$ cat src/rtl/mem_async_requester.sv
// Clocked initiator for a dual-rail, 4-phase asynchronous memory port.
// One CPU request at a time is encoded, handshaken (set / return-to-zero) and answered.
module mem_async_requester #(
  parameter int SYNC_STAGES = 2,
  parameter int TIMEOUT     = 255
) (
  input  logic        clk,
  input  logic        rst_n,
  input  logic        req_valid,
  output logic        req_ready,
  input  logic        req_write,
  input  logic [3:0]  req_addr,
  input  logic [7:0]  req_wdata,
  output logic        rsp_valid,
  output logic [7:0]  rsp_rdata,
  output logic        rsp_err,
  output logic [7:0]  addr,
  output logic [15:0] data_in,
  output logic [1:0]  read_Nwrite,
  output logic        ack_in_read,
  input  logic [15:0] data_out,
  input  logic        ack_read,
  input  logic        ack_write
);

  localparam int TW = $clog2(TIMEOUT + 1);

  typedef enum logic [2:0] {IDLE, W_SET, W_RTZ, R_SET, R_CAPT, R_RTZ, DONE} state_t;

  function automatic logic [7:0] enc4(input logic [3:0] v);
    logic [7:0] r;
    for (int i = 0; i < 4; i++) r[2*i +: 2] = {v[i], ~v[i]};
    return r;
  endfunction

  function automatic logic [15:0] enc8(input logic [7:0] v);
    logic [15:0] r;
    for (int i = 0; i < 8; i++) r[2*i +: 2] = {v[i], ~v[i]};
    return r;
  endfunction

  function automatic logic [7:0] dec8(input logic [15:0] v);
    logic [7:0] r;
    for (int i = 0; i < 8; i++) r[i] = v[2*i+1];
    return r;
  endfunction

  function automatic logic has_illegal(input logic [15:0] v);
    logic r;
    r = 1'b0;
    for (int i = 0; i < 8; i++) r = r | (v[2*i] & v[2*i+1]);
    return r;
  endfunction

  function automatic logic is_complete(input logic [15:0] v);
    logic r;
    r = 1'b1;
    for (int i = 0; i < 8; i++) r = r & (v[2*i] | v[2*i+1]);
    return r;
  endfunction

  // Acks and read data are asynchronous to clk: resample through SYNC_STAGES flops.
  logic [17:0] sync_q [SYNC_STAGES];
  logic        ack_read_s;
  logic        ack_write_s;
  logic [15:0] data_s;

  always_ff @(posedge clk or negedge rst_n) begin
    if (!rst_n) begin
      for (int i = 0; i < SYNC_STAGES; i++) sync_q[i] <= '0;
    end else begin
      sync_q[0] <= {ack_read, ack_write, data_out};
      for (int i = 1; i < SYNC_STAGES; i++) sync_q[i] <= sync_q[i-1];
    end
  end

  assign ack_read_s  = sync_q[SYNC_STAGES-1][17];
  assign ack_write_s = sync_q[SYNC_STAGES-1][16];
  assign data_s      = sync_q[SYNC_STAGES-1][15:0];

  state_t        state, state_nxt;
  logic [TW-1:0] timer, timer_nxt;
  logic [7:0]    addr_nxt, rsp_rdata_nxt;
  logic [15:0]   data_in_nxt;
  logic [1:0]    rnw_nxt;
  logic          ack_in_read_nxt, rsp_valid_nxt, rsp_err_nxt, req_ready_nxt;
  logic          set_expired;

  assign set_expired = (timer == TW'(TIMEOUT - 1));

  always_comb begin
    state_nxt       = state;
    timer_nxt       = timer;
    addr_nxt        = addr;
    data_in_nxt     = data_in;
    rnw_nxt         = read_Nwrite;
    ack_in_read_nxt = ack_in_read;
    rsp_valid_nxt   = 1'b0;
    rsp_rdata_nxt   = rsp_rdata;
    rsp_err_nxt     = rsp_err;
    req_ready_nxt   = req_ready;
    case (state)
      IDLE: begin
        req_ready_nxt = 1'b1;
        if (req_valid) begin
          req_ready_nxt   = 1'b0;
          rsp_err_nxt     = 1'b0;
          timer_nxt       = '0;
          addr_nxt        = enc4(req_addr);
          ack_in_read_nxt = 1'b0;
          if (req_write) begin
            data_in_nxt = enc8(req_wdata);
            rnw_nxt     = 2'b01;
            state_nxt   = W_SET;
          end else begin
            data_in_nxt = '0;
            rnw_nxt     = 2'b10;
            state_nxt   = R_SET;
          end
        end
      end
      W_SET: begin
        if (ack_write_s || set_expired) begin
          rsp_err_nxt = rsp_err | ~ack_write_s;
          addr_nxt    = '0;
          data_in_nxt = '0;
          rnw_nxt     = 2'b00;
          state_nxt   = W_RTZ;
        end else begin
          timer_nxt = timer + TW'(1);
        end
      end
      W_RTZ: begin
        if (!ack_write_s) begin
          rsp_valid_nxt = 1'b1;
          state_nxt     = DONE;
        end
      end
      R_SET: begin
        if (has_illegal(data_s)) rsp_err_nxt = 1'b1;
        if (ack_read_s && is_complete(data_s)) begin
          state_nxt = R_CAPT;
        end else if (set_expired) begin
          // Abort still runs the return-to-zero phase so the responder can settle.
          rsp_err_nxt     = 1'b1;
          addr_nxt        = '0;
          rnw_nxt         = 2'b00;
          ack_in_read_nxt = 1'b1;
          state_nxt       = R_RTZ;
        end else begin
          timer_nxt = timer + TW'(1);
        end
      end
      R_CAPT: begin
        rsp_rdata_nxt   = dec8(data_s);
        addr_nxt        = '0;
        rnw_nxt         = 2'b00;
        ack_in_read_nxt = 1'b1;
        state_nxt       = R_RTZ;
      end
      R_RTZ: begin
        if (!ack_read_s) begin
          ack_in_read_nxt = 1'b0;
          rsp_valid_nxt   = 1'b1;
          state_nxt       = DONE;
        end
      end
      DONE: begin
        req_ready_nxt = 1'b1;
        state_nxt     = IDLE;
      end
      default: begin
        addr_nxt        = '0;
        data_in_nxt     = '0;
        rnw_nxt         = 2'b00;
        ack_in_read_nxt = 1'b0;
        req_ready_nxt   = 1'b1;
        state_nxt       = IDLE;
      end
    endcase
  end

  always_ff @(posedge clk or negedge rst_n) begin
    if (!rst_n) begin
      state       <= IDLE;
      timer       <= '0;
      addr        <= '0;
      data_in     <= '0;
      read_Nwrite <= 2'b00;
      ack_in_read <= 1'b0;
      rsp_valid   <= 1'b0;
      rsp_rdata   <= '0;
      rsp_err     <= 1'b0;
      req_ready   <= 1'b1;
    end else begin
      state       <= state_nxt;
      timer       <= timer_nxt;
      addr        <= addr_nxt;
      data_in     <= data_in_nxt;
      read_Nwrite <= rnw_nxt;
      ack_in_read <= ack_in_read_nxt;
      rsp_valid   <= rsp_valid_nxt;
      rsp_rdata   <= rsp_rdata_nxt;
      rsp_err     <= rsp_err_nxt;
      req_ready   <= req_ready_nxt;
    end
  end

endmodule

$ cat config.mk
export PLATFORM = sky130hd
export DESIGN_NAME = mem_async_requester
export DESIGN_NICKNAME = d
export VERILOG_FILES = /design/src/rtl/mem_async_requester.sv
export SDC_FILE = /design/constraint.sdc
export NUM_CORES = 1
export LEC_CHECK = 0
export BUFFER_PORTS_ARGS = -buffer_cell sky130_fd_sc_hd__buf_2
export CAP_MARGIN = 0
export CORE_ASPECT_RATIO = 0.75
export CORE_MARGIN = 1
export CORE_UTILIZATION = 54
export DETAILED_ROUTE_END_ITERATION = 8
export PLACE_DENSITY_LB_ADDON = 0.1
export REMOVE_ABC_BUFFERS = 1
export SLEW_MARGIN = 25
export SYNTH_ARGS = -nofsm -noshare
export SYNTH_HDL_FRONTEND = slang
export SYNTH_SLANG_ARGS = --single-unit
$ cat constraint.sdc
create_clock -name clk -period 2.4 [get_ports clk]
set_input_delay 0 -clock clk [delete_from_list [all_inputs] [get_ports clk]]
set_output_delay 0 -clock clk [all_outputs]
set_load 0.03 [all_outputs]
Word level (Yosys, flattened, before mapping). Cells that the tools add are included. W data, S select, Z words.

Register bits after elaboration: 85. Output and inout bits: 38. Logic and storage cells: 133.

Add/sub/neg operators: 1. Equal/unequal tests: 16. Multiplexer cells: 43. Bitwise gates (word level): 47. Reduce and logical (&&, ||, !) cells: 14.

Operator list (count): $mux W8 (8); $mux W16 (3); $pmux W16 S3 (1); $pmux W8 S4 (1); $pmux W8 S3 (1); $reduce_and A5 Y1 (4); $mux W3 (6); $pmux W3 S6 (1); $ne A2 B2 Y1 const B (8); $not A1 Y1 (16); $or A1 B1 Y1 (16); $and A1 B1 Y1 (15); $mux W2 (6); $mux W1 (11); $reduce_or A5 Y1 (2); $eq A3 B3 Y1 const B (3); $add A8 B1 Y8 const B (1); $eq A8 B8 Y1 const B (1); $pmux W2 S4 (1); $eq A3 B2 Y1 const B (2); $reduce_and A3 Y1 (2); $reduce_or A3 Y1 (2); $pmux W1 S5 (1); $pmux W1 S2 (2); other kinds (7) (7).

Longest topological paths before layout. Gate-level depths: netlist of run 1.

Depth after elaboration: 12. Gate-level depth with buffers: 9.

Least setup slack after synthesis of run 1. No wires, ideal clock.

Path type: reg-to-reg. From: register timer[0]. To: register data_in[0]. Setup time: 0.125 ns. Data arrival time: 1.798 ns. Data required time: 2.275 ns. Setup slack: 0.477 ns. Stages on the path, launching flop included: 10. Path buffers: 2. Cell sequence: dfrtp_1 -> inv_1 -> ha_1 -> nand3_1 -> o2111ai_2 -> o211a_1 -> and3b_1 -> buf_6 -> buf_12 -> mux2_4.

Cells in the longest elaborated chain, start to end: 4.

Ends and longest elaborated chain: start: declaration (RTL line 82) `logic [TW-1:0] timer, timer_nxt;`; start signal: assignment (RTL line 197) `timer <= timer_nxt;`; $eq A8 B8 Y1 (RTL line 89) `assign set_expired = (timer == TW'(TIMEOUT - 1));`; $logic_or A1 B1 Y1 (RTL line 123) `if (ack_write_s || set_expired) begin`; $ne A2 B2 Y1 (no source line); $reduce_and A3 Y1 (no source line); end signal: assignment (RTL line 199) `data_in <= data_in_nxt;`; end: declaration (RTL line 18) `output logic [15:0] data_in,`.

No other way between the ends. A chain may end at the register's enable or synchronous reset.

Worst setup path after layout of run 1.
From: register timer[0]. To: register data_in[4].

The elaborated chain is that of the path after synthesis.

==> results by group, run 1 <==
Clock tree
  – Root Driver: clkbuf_8
  – H-tree levels: 3
  – Clock sink count: 85
  – CTS buffer count: 9
  – TritonCTS clock tree: built
  – Postcts setup bufs: 0
  – Resized Gates After CTS: 0
  – CTS Buffer Depth: 2
  – Clock Latency Late Sink: 360 ps
  – Clock Pin Slew Worst Setup and Hold Paths: 90 ps

Power and ir drop
  – Net Sw Frac: 0.410
  – Leakage power: around 0.0022 uW
  – Pwr/cell area: about 1200 nW/um^2
  – Worst IR drop on VDD: about 0.00061 V
  – P_int: 3190 uW
  – Net Switching: roughly 2200 uW
  – Combinational share of power: 0.456
  – Reg power frac: 0.371
  – Clk pwr share: 0.173

Route
  – DRT Wirelength: about 7400 um
  – Post-DRT Antenna Nets: 0
  – Vias: 2514
  – Vias per cell: between 5 and 6
  – Wire length on met3: 380 um
  – Residual DRC: 0
  – Max Used Layer: met4
  – Met1 Wirelength: 3500 um
  – Wirelength per Cell: 15.8 um
  – DR WL met2: ~3500 um
  – Initial DRC Count: about 140
  – First-pass DRT Iterations: 4

Final layout
  – Area added between synthesis and finish: 27.3%
  – # diodes: 0
  – Nets: 422
  – Register Area: 2130 sq um
  – Layout cells sized above 1: 0.362
  – Fillers: ~420
  – Multi-input gate area: between 1000 and 1500 sq um

Critical path
  – R2R Path End: data_in[4]
  – R2r setup slk: about 170 ps
  – Crit. Startpoint: timer[0]
  – WS Path Type: flip-flop to flip-flop
  – Critical path fanouts, max: 16
  – R2r worst-path depth: 9
  – Worst R2R Start: timer[0]
  – Setup crit end: data_in[4]
  – Endpoint class of the critical path: flip-flop
  – Worst EP arrival: around 2500 ps
  – Critical path data required time: between 2000 and 3000 ps
  – Crit start category: flip-flop

Place
  – Port bufs: 71
  – GPL Wtd Cong: roughly 0.86
  – HPWL after DPL: 4760 um

Synth
  – Ys async rst share: 1.00
  – Post-Syn Instances: approximately 270
  – Area leader, netlist: dfrtp_1
  – Ys flop type: dfrtp_1
  – Yosys reg bits: 85
  – Distinct cells, synth: 50
  – Post-synth EDFFs: 0
  – Area contributors post-synth: dfrtp_1 (60%), mux2_2 (7.1%), mux2_4 (4.3%)
  – Cell area after synthesis: 3490 sq um
  – Post-synthesis sequential area ratio: 0.611
  – Area share of the leading cell type in the synthesized netlist: 0.603
  – YS warnings: 0
  – Avg Cell Area, Syn: between 10 and 15 sq um

Timing
  – Final hold slack: around 13 ps
  – Final setup viols: 0
  – Min Tclk post-route: ~2200 ps
  – Fin. Hold Viols: 0
  – Final slew viol count: 0
  – RSZ-0062 raised after global routing: false
  – Fmax: between 0.4 and 0.5 GHz
  – Slew @ Worst Pin: approximately 740 ps
  – Final setup TNS: 0 ps
  – Setup Skew: slightly below 10 ps
  – Max-slew headroom: 0.509
  – Final period utilization: 0.927

Status
  – Outcome: complete, no violations

Floorplanning
  – Io pins: a little over 70
  – Total Die Area: 6780 sq um
  – Initial Util: 0.580
  – Area of the core: around 6000 sq um
  – Row cnt: 24
  – Die height: ~72 um
  – Die width: roughly 95 um

Global routing
  – Total track usage: 0.243
  – First-pass GRT wire length: 12200 um
  – Vias in the first global route: between 2k and 3k
  – GRT Residual Overflow: 0
  – Initial antenna violation count: 0
  – Largest net degree at the start of global routing: 86

Min path
  – Hold WC Path Type: input port to flip-flop

Flow run
  – Max-Cap Viols: 0
layer usage:
layer | track usage | up-vias
li1 | - | 1193
met1 | 0.329 | 1240
met2 | 0.388 | 77
met3 | 0.0754 | 4
met4 | 0.0589 | 0
met5 | 0 | -
cells in the mapped netlist (2+ instances only):
library cell / instances
mux2_2: 22
inv_1: 13
nand3_1: 6
buf_2: 2
ha_1: 3
a21oi_1: 16
dfrtp_1: 84
nand2_1: 14
o22ai_1: 6
and3_1: 11
nor3_1: 5
mux2i_1: 7
a211oi_1: 2
nor2_1: 25
a31oi_1: 3
o21ai_0: 2
o21a_1: 2
nand2b_1: 4
buf_6: 3
a221oi_1: 2
mux2_4: 10
cell families (layout without fill, tap and decap cells):
logic type               Yosys count  after routing  synth area share
adder cells (fa/ha/maj)            3              3            0.0108
buffers and inverters             22            141            0.0366
multiplexers                      39             39             0.134
AO/OA/AOI/OAI                     47             47            0.0930
flip-flops                        85             85             0.611
AND/OR/NAND/NOR                   75             75             0.115
metrics by stage:
stage          cell area, sq um  utilization  worst slack [ps]  power (uW)  cells
4_1_cts                    4430        0.738              43.9        5410    468
2_1_floorplan              3410            -               172        3660    263
5_1_grt                    4440        0.739              62.4        5700    468
3_5_place_dp               3970        0.661              54.4        4440    424
6_report                   4440        0.739               174        5400    468
3_3_place_gp               3970        0.661               113        4410    424
final cells by class:
class	instances	share of cell area
inverters	14	0.0118
clock inverters	6	0.0121
well taps	78	0.0220
repair buffers	111	0.168
multi-input cells	164	0.278
clock buffers	10	0.0288
flip-flops and latches	85	0.480
repair_timing:
| item | CTS | global route |
|---|---|---|
| hold buffers | 28 | 0 |
| endpoints found under the hold margin | 114 | 0 |
| setup endpoints to repair | 0 | 0 |
layout by cell type (no fill, tap or decap), types with 11 or more instances in the layout:
| cell | Yosys | final |
|---|---|---|
| inv_1 | 13 | 13 |
| buf_2 | 2 | 70 |
| mux2_2 | 22 | 22 |
| dlygate4sd3_1 | 0 | 28 |
| dfrtp_1 | 84 | 84 |
| and3_1 | 11 | 11 |
| nor2_1 | 25 | 25 |
| a21oi_1 | 16 | 16 |
| buf_4 | 1 | 11 |
| nand2_1 | 14 | 14 |
power by group through the flow:
stage / clock (uW) / combinational (uW) / sequential (uW)
2_1_floorplan: 0 / 1120 / 2530
3_3_place_gp: 0 / 2390 / 2020
3_5_place_dp: 0 / 2410 / 2030
4_1_cts: 957 / 2460 / 2000
5_1_grt: 1010 / 2640 / 2050
6_report: 934 / 2460 / 2000
sequential cells by signal, summed over array words and instances, names as in the netlist:
name / count
sync_q: 18
data_in: 16
data_s: 16
addr: 8
rsp_rdata: 8
timer: 8
state: 3
read_Nwrite: 2
ack_in_read: 1
ack_read_s: 1
ack_write_s: 1
req_ready: 1
rsp_err: 1
rsp_valid: 1
worst min path at each step:
stage | start | endpoint | slack (ps) | cells after the start
2_1_floorplan | rst_n | ack_in_read | -300 | 0
3_5_place_dp | data_out[0] | sync_q[18] | 110 | 1
5_1_grt | req_wdata[5] | data_in[10] | 10 | 3
4_1_cts | req_wdata[5] | data_in[10] | 2 | 3
6_report | req_wdata[5] | data_in[10] | 10 | 3
3_3_place_gp | data_out[14] | sync_q[32] | 110 | 1
worst max-delay path: stages, from the launching register on:
cell	delay [ps]
dfrtp_1	440
inv_1	80
ha_1	130
nand3_1	110
buf_4	170
o2111ai_2	210
o211a_1	230
and3b_1	230
buf_12	180
mux2_2	350
Power figures use the tool's default switching activity.
==> run 2, diff against run 1 <==
--- a/config.mk
+++ b/config.mk
@@ -15,2 +15,3 @@
 export REMOVE_ABC_BUFFERS = 1
+export SKIP_CTS_REPAIR_TIMING = 1
 export SLEW_MARGIN = 25
==> constraint.sdc (replaced) <==
create_clock -name clk -period 2.4 [get_ports clk]
set_input_delay 0.48 -clock clk [delete_from_list [all_inputs] [get_ports clk]]
set_output_delay 0.48 -clock clk [all_outputs]
set_load 0.03 [all_outputs]
==> run 2 against run 1 <==
Effect of this change:
- register-to-register slack hardly changed
- sequential share of layout area is 2.6 points higher
- sequential cell count stayed put
- clock-buffer cell count is 1 lower
- clock power is 11% higher
- global-route usage is 1.5 points lower
- combinational power is 2% lower
==> results by group, run 2 (synthesized netlist as in run 1, its figures left out) <==
Status
  – Outcome: complete, no violations

Place
  – Port bufs: 71 (unchanged)
  – Place WS: 41.5 ps (-12.9 ps)
  – GPL Wtd Cong: 0.908 (+5.1%)
  – Placed inst area: 4000 sq um (+0.69%)
  – HPWL after DPL: 5070 um (+6.5%)

Timing
  – Final WS setup: 176 ps (+1.67 ps)
  – Setup Skew: 9.38 ps (-0.391 ps)
  – RSZ-0062 raised after global routing: false
  – Final period utilization: 0.927 (about the same)
  – Final setup TNS: 0 ps (unchanged)
  – Slew @ Worst Pin: 639 ps (-97.3 ps)
  – Fmax: 0.450 GHz (about the same)
  – Final setup viols: 0 (unchanged)
  – Fin. Hold Viols: 0 (unchanged)
  – Final slew viol count: 0 (unchanged)
  – Max-slew headroom: 0.574 (+0.0648)
  – Min Tclk post-route: 2220 ps (-1.67 ps)

Critical path
  – R2r worst-path depth: 9 (unchanged)
  – Critical path fanouts, max: 16 (unchanged)
  – Worst R2R Start: timer[0]
  – R2R Path End: data_in[1]
  – R2r setup slk: 180 ps (about the same)
  – Endpoint class of the critical path: flip-flop
  – Crit start category: flip-flop
  – Critical path data required time: 2650 ps (about the same)
  – WS Path Type: flip-flop to flip-flop
  – Worst EP arrival: 2480 ps (about the same)

Route
  – Residual DRC: 0 (unchanged)
  – Post-DRT Antenna Nets: 0 (unchanged)
  – Vias per cell: 5.43 (+1.1%)
  – DRT Wirelength: 6960 um (-5.7%)
  – Initial DRC Count: 98 (-27%)
  – Vias: 2400 (-4.5%)
  – First-pass DRT Iterations: 4 (unchanged)
  – Wirelength per Cell: 15.7 um (-0.10%)

Final layout
  – Nets: 396 (-6.2%)
  – Max reg flops: 18 (unchanged)
  – Core Util, Final: 0.700 (-0.0385)
  – Layout cells sized above 1: 0.396 (+0.0341)
  – Most common cell after layout, fill and taps aside: dfrtp_1
  – Largest Register: sync_q
  – Fillers: 450 (+6.4%)
  – Register Area: 2130 sq um (unchanged)
  – # diodes: 0 (unchanged)
  – Area added between synthesis and finish: 20.7%
  – Fin area: 4210 sq um (-5.2%)
  – Most frequent cells in the layout: dfrtp_1 (84), buf_2 (70), nor2_1 (25), mux2_2 (22), a21oi_1 (16)
  – Multi-input gate area: 1230 sq um (unchanged)

Clock tree
  – H-tree levels: 3 (unchanged)
  – Clock Pin Slew Worst Setup and Hold Paths: 90 ps (about the same)
  – Clock sink count: 85 (unchanged)
  – Clock Latency Late Sink: 360 ps (about the same)
  – CTS buffer count: 9 (unchanged)
  – Root Driver: clkbuf_8
  – CTS Buffer Depth: 2 (unchanged)
  – TritonCTS clock tree: built

Floorplanning
  – Area of the core: 6010 sq um (unchanged)
  – Initial Util: 0.580 (unchanged)
  – Io pins: 72 (unchanged)
  – Total Die Area: 6780 sq um (unchanged)
  – Row cnt: 24 (unchanged)
  – Die height: 71.6 um (unchanged)
  – Die width: 94.8 um (unchanged)

Flow run
  – Max-Cap Viols: 0 (unchanged)

Global routing
  – Total track usage: 0.228 (-0.0151)
  – Initial antenna violation count: 0 (unchanged)
  – Vias in the first global route: 2392 (-6.9%)
  – GRT Residual Overflow: 0 (unchanged)
  – Largest net degree at the start of global routing: 41 (-52%)
  – First-pass GRT wire length: 11400 um (-6.7%)

Power and ir drop
  – Power Total: 5470 uW (+1.2%)
  – Leakage power: 0.00215 uW (-4.0%)
  – Pwr/cell area: 1300 nW/um^2 (+6.8%)
  – Worst IR drop on VDD: 0.000671 V (+11%)

Min path
  – Hold WC Path Type: input port to async pin
run 2: metrics by stage:
stage          hold WS, ps  std cells
3_3_place_gp           334        426
6_report              27.8        442
4_1_cts               27.3        442
2_1_floorplan          184        263
5_1_grt               44.6        442
3_5_place_dp           335        426
run 2: power by group:
group          leakage [uW]  switching (uW)  internal [uW]
combinational      0.000978            1420           1000
sequential          0.00107             243           1770
clock              0.000104             540            498
run 2: how the worst max path moves through the flow:
stage                        start    endpoint  slack, ps  cells past startpoint
after floorplan           timer[0]  data_in[1]        170                      7
after global placement    timer[0]     addr[2]        100                      7
after detailed placement  timer[0]     addr[6]         40                      7
after CTS                 timer[0]     addr[6]         30                      7
after global routing      timer[0]  data_in[2]         90                      9
final                     timer[0]  data_in[1]        180                      9
run 2: layout make-up:
type / count / area share
Multi-Input combinational cell: 164 / 0.293
Tap cell: 78 / 0.0232
Sequential cell: 85 / 0.506
Clock buffer: 9 / 0.0294
Timing Repair Buffer: 85 / 0.116
Clock inverter: 7 / 0.0196
Inverter: 14 / 0.0125
run 2: critical path, cell delays in order, from the launching register on:
cell and delay [ps]:
dfrtp_1 440, inv_1 90, ha_1 140, nand3_1 100, buf_4 170, o2111ai_2 210, o211a_1 230, and3b_1 220
buf_12 180, mux2_2 340
run 2: layer usage:
metal  routed length, um  GRT usage
met1                3220      0.302
met2                3170      0.354
met3                 414     0.0658
met4                 154     0.0976
met5                   0          0
